File: src/rtl/bram_stream_reader_if.sv
// AXI-Stream bundle carrying RAM words out of the reader.
//   tdata  : stream payload, DATA_WIDTH bits
//   tvalid : payload valid
//   tready : downstream ready
//   tlast  : final beat of a transfer
interface bram_stream_reader_if #(
   parameter int unsigned DATA_WIDTH = 32
);
   logic [DATA_WIDTH-1:0] tdata;
   logic                  tvalid;
   logic                  tready;
   logic                  tlast;

   modport master (output tdata, output tvalid, output tlast, input tready);
   modport slave  (input tdata, input tvalid, input tlast, output tready);
endinterface

File: src/rtl/bram_stream_reader.sv
// Sequential read engine for RAM port B. On start it walks base_addr ..
// base_addr+length-1, absorbs the one-cycle read latency and streams the words
// in address order through a 2-entry output buffer.
//   aclk, aresetn : clock, asynchronous active-low reset
//   start         : command strobe, honoured only when idle
//   base_addr     : first word address, sampled with start
//   length        : word count, sampled with start (0 = no reads, just done)
//   busy          : transfer in progress
//   done          : one-cycle completion pulse
//   bram_addr     : registered read address to RAM port B
//   bram_rdata    : RAM data for the address presented last cycle
//   m_axis        : AXI-Stream master (tdata/tvalid/tready/tlast)
module bram_stream_reader #(
   parameter int unsigned DATA_WIDTH = 32,
   parameter int unsigned ADDR_WIDTH = 16,
   parameter int unsigned LEN_WIDTH  = 16
) (
   input  logic                  aclk,
   input  logic                  aresetn,
   input  logic                  start,
   input  logic [ADDR_WIDTH-1:0] base_addr,
   input  logic [LEN_WIDTH-1:0]  length,
   output logic                  busy,
   output logic                  done,
   output logic [ADDR_WIDTH-1:0] bram_addr,
   input  logic [DATA_WIDTH-1:0] bram_rdata,
   bram_stream_reader_if.master  m_axis
);

   localparam int unsigned LVL_W = 3;

   typedef enum logic [1:0] {
      S_IDLE  = 2'd0,
      S_RUN   = 2'd1,
      S_DRAIN = 2'd2
   } state_t;

   state_t                state;
   state_t                state_next;

   logic [LEN_WIDTH-1:0]  remaining;
   logic                  inflight;
   logic                  inflight_last;

   // Head entry drives the stream directly; skid entry holds the second word.
   logic                  head_vld;
   logic                  head_last;
   logic [DATA_WIDTH-1:0] head_data;
   logic                  skid_vld;
   logic                  skid_last;
   logic [DATA_WIDTH-1:0] skid_data;

   logic                  pop;
   logic                  push;
   logic                  load;
   logic                  issue;
   logic                  last_issue;
   logic                  done_next;
   logic [LVL_W-1:0]      level;

   assign m_axis.tdata  = head_data;
   assign m_axis.tvalid = head_vld;
   assign m_axis.tlast  = head_last;

   // State register.
   always_ff @(posedge aclk or negedge aresetn) begin
      if (!aresetn) begin
         state <= S_IDLE;
      end else begin
         state <= state_next;
      end
   end

   // Next state, read issue and completion decode.
   always_comb begin
      state_next = state;
      load       = 1'b0;
      issue      = 1'b0;
      last_issue = 1'b0;
      done_next  = 1'b0;
      pop        = head_vld & m_axis.tready;
      push       = inflight;
      // Words held or owed to the buffer; an issue is allowed only if the
      // buffer can still take this word after this cycle's pop.
      level      = LVL_W'(head_vld) + LVL_W'(skid_vld) + LVL_W'(inflight);

      case (state)
         S_IDLE: begin
            if (start) begin
               if (length != '0) begin
                  // The first address goes out on the accepting edge.
                  load       = 1'b1;
                  last_issue = (length == LEN_WIDTH'(1));
                  state_next = last_issue ? S_DRAIN : S_RUN;
               end else begin
                  done_next = 1'b1;
               end
            end
         end
         S_RUN: begin
            if (level < (LVL_W'(2) + LVL_W'(pop))) begin
               issue      = 1'b1;
               last_issue = (remaining == LEN_WIDTH'(1));
               if (last_issue) begin
                  state_next = S_DRAIN;
               end
            end
         end
         S_DRAIN: begin
            if (pop && head_last) begin
               state_next = S_IDLE;
               done_next  = 1'b1;
            end
         end
         default: begin
            state_next = S_IDLE;
         end
      endcase
   end

   // Address counter, remaining count and status flags.
   always_ff @(posedge aclk or negedge aresetn) begin
      if (!aresetn) begin
         bram_addr     <= '0;
         remaining     <= '0;
         inflight      <= 1'b0;
         inflight_last <= 1'b0;
         busy          <= 1'b0;
         done          <= 1'b0;
      end else begin
         inflight      <= load | issue;
         inflight_last <= last_issue;
         busy          <= (state_next != S_IDLE);
         done          <= done_next;
         if (load) begin
            bram_addr <= base_addr;
            remaining <= length - LEN_WIDTH'(1);
         end else if (issue) begin
            bram_addr <= bram_addr + ADDR_WIDTH'(1);
            remaining <= remaining - LEN_WIDTH'(1);
         end
      end
   end

   // Two-entry output buffer; pushes land in the head when it is free or
   // being drained, otherwise in the skid entry.
   always_ff @(posedge aclk or negedge aresetn) begin
      if (!aresetn) begin
         head_vld  <= 1'b0;
         head_last <= 1'b0;
         head_data <= '0;
         skid_vld  <= 1'b0;
         skid_last <= 1'b0;
         skid_data <= '0;
      end else if (pop) begin
         if (skid_vld) begin
            head_data <= skid_data;
            head_last <= skid_last;
            if (push) begin
               skid_data <= bram_rdata;
               skid_last <= inflight_last;
            end else begin
               skid_vld <= 1'b0;
            end
         end else if (push) begin
            head_data <= bram_rdata;
            head_last <= inflight_last;
         end else begin
            head_vld  <= 1'b0;
            head_last <= 1'b0;
         end
      end else if (push) begin
         if (!head_vld) begin
            head_vld  <= 1'b1;
            head_data <= bram_rdata;
            head_last <= inflight_last;
         end else begin
            skid_vld  <= 1'b1;
            skid_data <= bram_rdata;
            skid_last <= inflight_last;
         end
      end
   end

endmodule

File: src/flat_wrapper.sv
// flat-port wrapper written by rule: the top's interface ports become plain ports
module bram_stream_reader_flat 
#(
   parameter int unsigned DATA_WIDTH = 32,
   parameter int unsigned ADDR_WIDTH = 16,
   parameter int unsigned LEN_WIDTH  = 16
)
  (aclk, aresetn, start, base_addr, length, busy, done, bram_addr, bram_rdata, m_axis_tdata, m_axis_tvalid, m_axis_tlast, m_axis_tready);
  bram_stream_reader_if #(.DATA_WIDTH(DATA_WIDTH)) m_axis_i ();
  input  logic aclk;
  input  logic aresetn;
  input  logic start;
  input  logic [ADDR_WIDTH-1:0] base_addr;
  input  logic [LEN_WIDTH-1:0] length;
  output logic busy;
  output logic done;
  output logic [ADDR_WIDTH-1:0] bram_addr;
  input  logic [DATA_WIDTH-1:0] bram_rdata;
  output wire logic [$bits(m_axis_i.tdata)-1:0] m_axis_tdata;
  output wire logic [$bits(m_axis_i.tvalid)-1:0] m_axis_tvalid;
  output wire logic [$bits(m_axis_i.tlast)-1:0] m_axis_tlast;
  input wire logic [$bits(m_axis_i.tready)-1:0] m_axis_tready;
  assign m_axis_tdata = m_axis_i.tdata;
  assign m_axis_tvalid = m_axis_i.tvalid;
  assign m_axis_tlast = m_axis_i.tlast;
  assign m_axis_i.tready = m_axis_tready;
  bram_stream_reader #(.DATA_WIDTH(DATA_WIDTH), .ADDR_WIDTH(ADDR_WIDTH), .LEN_WIDTH(LEN_WIDTH)) u_core (.aclk(aclk), .aresetn(aresetn), .start(start), .base_addr(base_addr), .length(length), .busy(busy), .done(done), .bram_addr(bram_addr), .bram_rdata(bram_rdata), .m_axis(m_axis_i));
endmodule
File: config.mk
export PLATFORM = sky130hd
export DESIGN_NAME = bram_stream_reader_flat
export DESIGN_NICKNAME = d
export VERILOG_FILES = /design/src/rtl/bram_stream_reader_if.sv /design/src/rtl/bram_stream_reader.sv /design/src/flat_wrapper.sv
export SDC_FILE = /design/constraint.sdc
export NUM_CORES = 1
export LEC_CHECK = 0
export ABC_AREA = 1
export ABC_CLOCK_PERIOD_IN_PS = 2900
export CAP_MARGIN = 40
export CORE_MARGIN = 5
export CORE_UTILIZATION = 40
export DETAILED_ROUTE_END_ITERATION = 10
export GPL_ROUTABILITY_DRIVEN = 0
export GPL_TIMING_DRIVEN = 1
export SYNTH_ARGS = -nofsm -noshare
export SYNTH_HDL_FRONTEND = slang
export SYNTH_SLANG_ARGS = --single-unit
File: constraint.sdc
create_clock -name aclk -period 2.9 [get_ports aclk]
set_clock_uncertainty 0.05 [all_clocks]
set_input_delay 0.435 -clock aclk [delete_from_list [all_inputs] [get_ports aclk]]
set_output_delay 0.435 -clock aclk [all_outputs]
set_load 0.02 [all_outputs]
==> metrics.yaml <==
worst_setup_path:
  cp_max_fo: 23
  setup.worst_path.class: "flip-flop to flip-flop"
  worst_ep_arrival_time_ns: 2.45
  startpoint_type: "flip-flop"
  end_kind: "flip-flop"
  critPathRequiredTime_ns: 3.10
finish:
  layout_commonest_cell: "nand2_1"
  num_antenna_cells: 0
  mostFrequentLayoutCells: "nand2_1 (258), clkdlybuf4s50_1 (118), dfrtp_1 (106)"
  fillCellCount: 1420
  drive_above_1_share_pct: 5.40
  fin_nets: 981
  area_growth_pct: 27.8
hold_path:
  hp-class: "input pin to async pin"
synthesis:
  syn_nets: 873
  ys_seq_area_share_pct: 45.0
  yosys-top-cells-area: "dfrtp_1 (45%), nand2_1 (17%), o21ai_0 (6.0%)"
  ys_ff_latch: 106
  synth.distinct_cells: 35
  synth_area_mm2: 0.00589
  yosysWarnings: 0
  yosysTopAreaCellShare_pct: 45.0
  avgSynthCellArea_um2: 7.41
  synth_top_cell_by_area: "dfrtp_1"
  syn_inst: 795
sta:
  setup_viol_count_final: 0
  fmax_mhz: 443
  min_period_ns: 2.26
  report.final.slew_viol_count: 0
  rsz0062_at_grt: "false"
  fin_setup_tns_ns: 0
  hold_violations: 0
  relSlewSlack_pct: 48.9
  fin_crit_sh_pct: 77.8
  holdWs_ns: 0.0986
  tightest_slew_ns: 0.767
route:
  firstDrtPassIters: 5
  drt_first_iter_violations: 363
  drc: 0
  wirelength_um: 15000
  num_vias: 5423
  ant_nets: 0
  viasPerCell: 4.97
  detail_route.wl_per_cell_um: 13.8
clocking:
  clk_path_buf_depth: 2
  cts_tree: "done"
  post_cts_buffers: 0
  ctsResizeCount: 0
  clk_pin_slew_ns: 0.08
  clk_latency_ns: 0.36
  clock_sinks: 106
  cts_buffers: 9
  htreeDepth: 3
  cts-root-buf: "clkbuf_16"
  hold_buffers: 0
pwr:
  total_leakage_power_uw: 0.00363
  vdd_ir_drop_max_mv: 0.382
  power_density_mw_per_mm2: 1040
global_routing:
  grt_pass1_wl_um: 25900
  gr-total-overflow: 0
  met3_usage_pct: 3.86
  grt_max_degree: 57
  grt_usage_pct: 17.6
  gr-usage-met2_pct: 29.4
  grt_pass1_vias: 5435
  gr-max-usage-layer: "met2"
  use_met1_pct: 22.8
  antenna_found_initial: 0
die:
  io_pins: 120
  initial_utilization_pct: 40.7
  rows: 44
  die_x_um: 131
  core_area_mm2: 0.0145
  die-area_mm2: 0.0173
  die_h_um: 131
run_status:
  status: "complete, no violations"
place:
  dp_hpwl_um: 10900
  numPortBuffers: 119
job:
  maxCapViolCount: 0
## per-stage QoR
step           cells  total power (µW)  utilization, %  worst slack (ns)  cell area [µm²]
2_1_floorplan    795              5260               -             0.888             5890
3_3_place_gp    1076              6500            49.9             0.562             7220
3_5_place_dp    1076              6620            49.9             0.509             7220
4_1_cts         1092              7900            52.0             0.629             7530
5_1_grt         1092              8480            52.0             0.425             7530
6_report        1092              7800            52.0             0.644             7530
## worst paths after layout
path | end | cells after the start | from | slack, ns
min in group aclk | u_core.m_axis.tdata[1] | 2 | u_core.m_axis.tdata[1] | 0.43
worst max-delay path | u_core.remaining[11] | 11 | u_core.m_axis.tvalid | 0.64
worst min register to register | u_core.m_axis.tdata[1] | 2 | u_core.m_axis.tdata[1] | 0.43
max in group asynchronous | u_core.m_axis.tdata[7] | 2 | aresetn | 1.97
worst max register to register | u_core.remaining[11] | 11 | u_core.m_axis.tvalid | 0.64
worst min-delay path | u_core.m_axis.tdata[13] | 1 | aresetn | 0.1
## synthesized netlist by cell type, drive strengths merged
master / n
inv: 85
buf: 18
nand2: 263
clkbuf: 12
and3: 1
nor3: 6
a21oi: 37
fa: 1
o21ai: 78
nand3: 64
xnor2: 7
o21a: 1
or2: 4
o2bb2ai: 1
ha: 9
clkinv: 1
xor2: 14
nand4: 8
a22o: 1
nand3b: 3
dfrtp: 106
o211ai: 1
o21bai: 2
nor2: 72
## metal layers
layer | part of all wire, % | vias up
met5 | 0 | -
met4 | 1.6 | 0
met3 | 5.5 | 16
met2 | 48 | 142
met1 | 45 | 2524
li1 | - | 2741
## cells by family (layout without fill, tap and decap cells)
| group | Yosys count | after routing | synth area share (%) |
|---|---|---|---|
| xor+xnor | 21 | 21 | 3.12 |
| simple gates | 421 | 421 | 30.3 |
| fa+ha+maj | 10 | 10 | 2.25 |
| buf+inv | 116 | 229 | 8.64 |
| compound gates | 121 | 121 | 10.6 |
| flops | 106 | 106 | 45.0 |
## power by group
group	leakage, µW	switching, µW	internal (µW)
Clock	0.000148	631	616
Combinational	0.00217	2300	1520
Sequential	0.00131	541	2190
Total	0.00363	3470	4330
## worst max-delay path: stages (launching register included)
cell	delay (ns)
dfrtp_1	0.49
ha_1	0.34
ha_1	0.18
ha_1	0.18
inv_1	0.10
nand3_4	0.18
clkinv_2	0.32
nand2_1	0.09
nand2_1	0.06
nand2_1	0.04
nand2_1	0.05
nand2_1	0.05
## cell type report
| type | count | area [µm²] | share of cell area, % |
|---|---|---|---|
| repair buffers | 127 | 1270 | 16.9 |
| clock buffers | 9 | 225 | 2.99 |
| clock inverters | 7 | 78.8 | 1.05 |
| well taps | 184 | 230 | 3.06 |
| inverters | 86 | 332 | 4.40 |
| multi-input cells | 573 | 2740 | 36.3 |
| flip-flops and latches | 106 | 2650 | 35.2 |
## sequential cells by signal, indices dropped and copies added (netlist names), 2 cells and up
name                 flops
u_core.state             2
u_core.skid_data        32
u_core.remaining        16
u_core.m_axis.tdata     32
u_core.bram_addr        16
No activity file was read; power rests on OpenSTA's default activity.
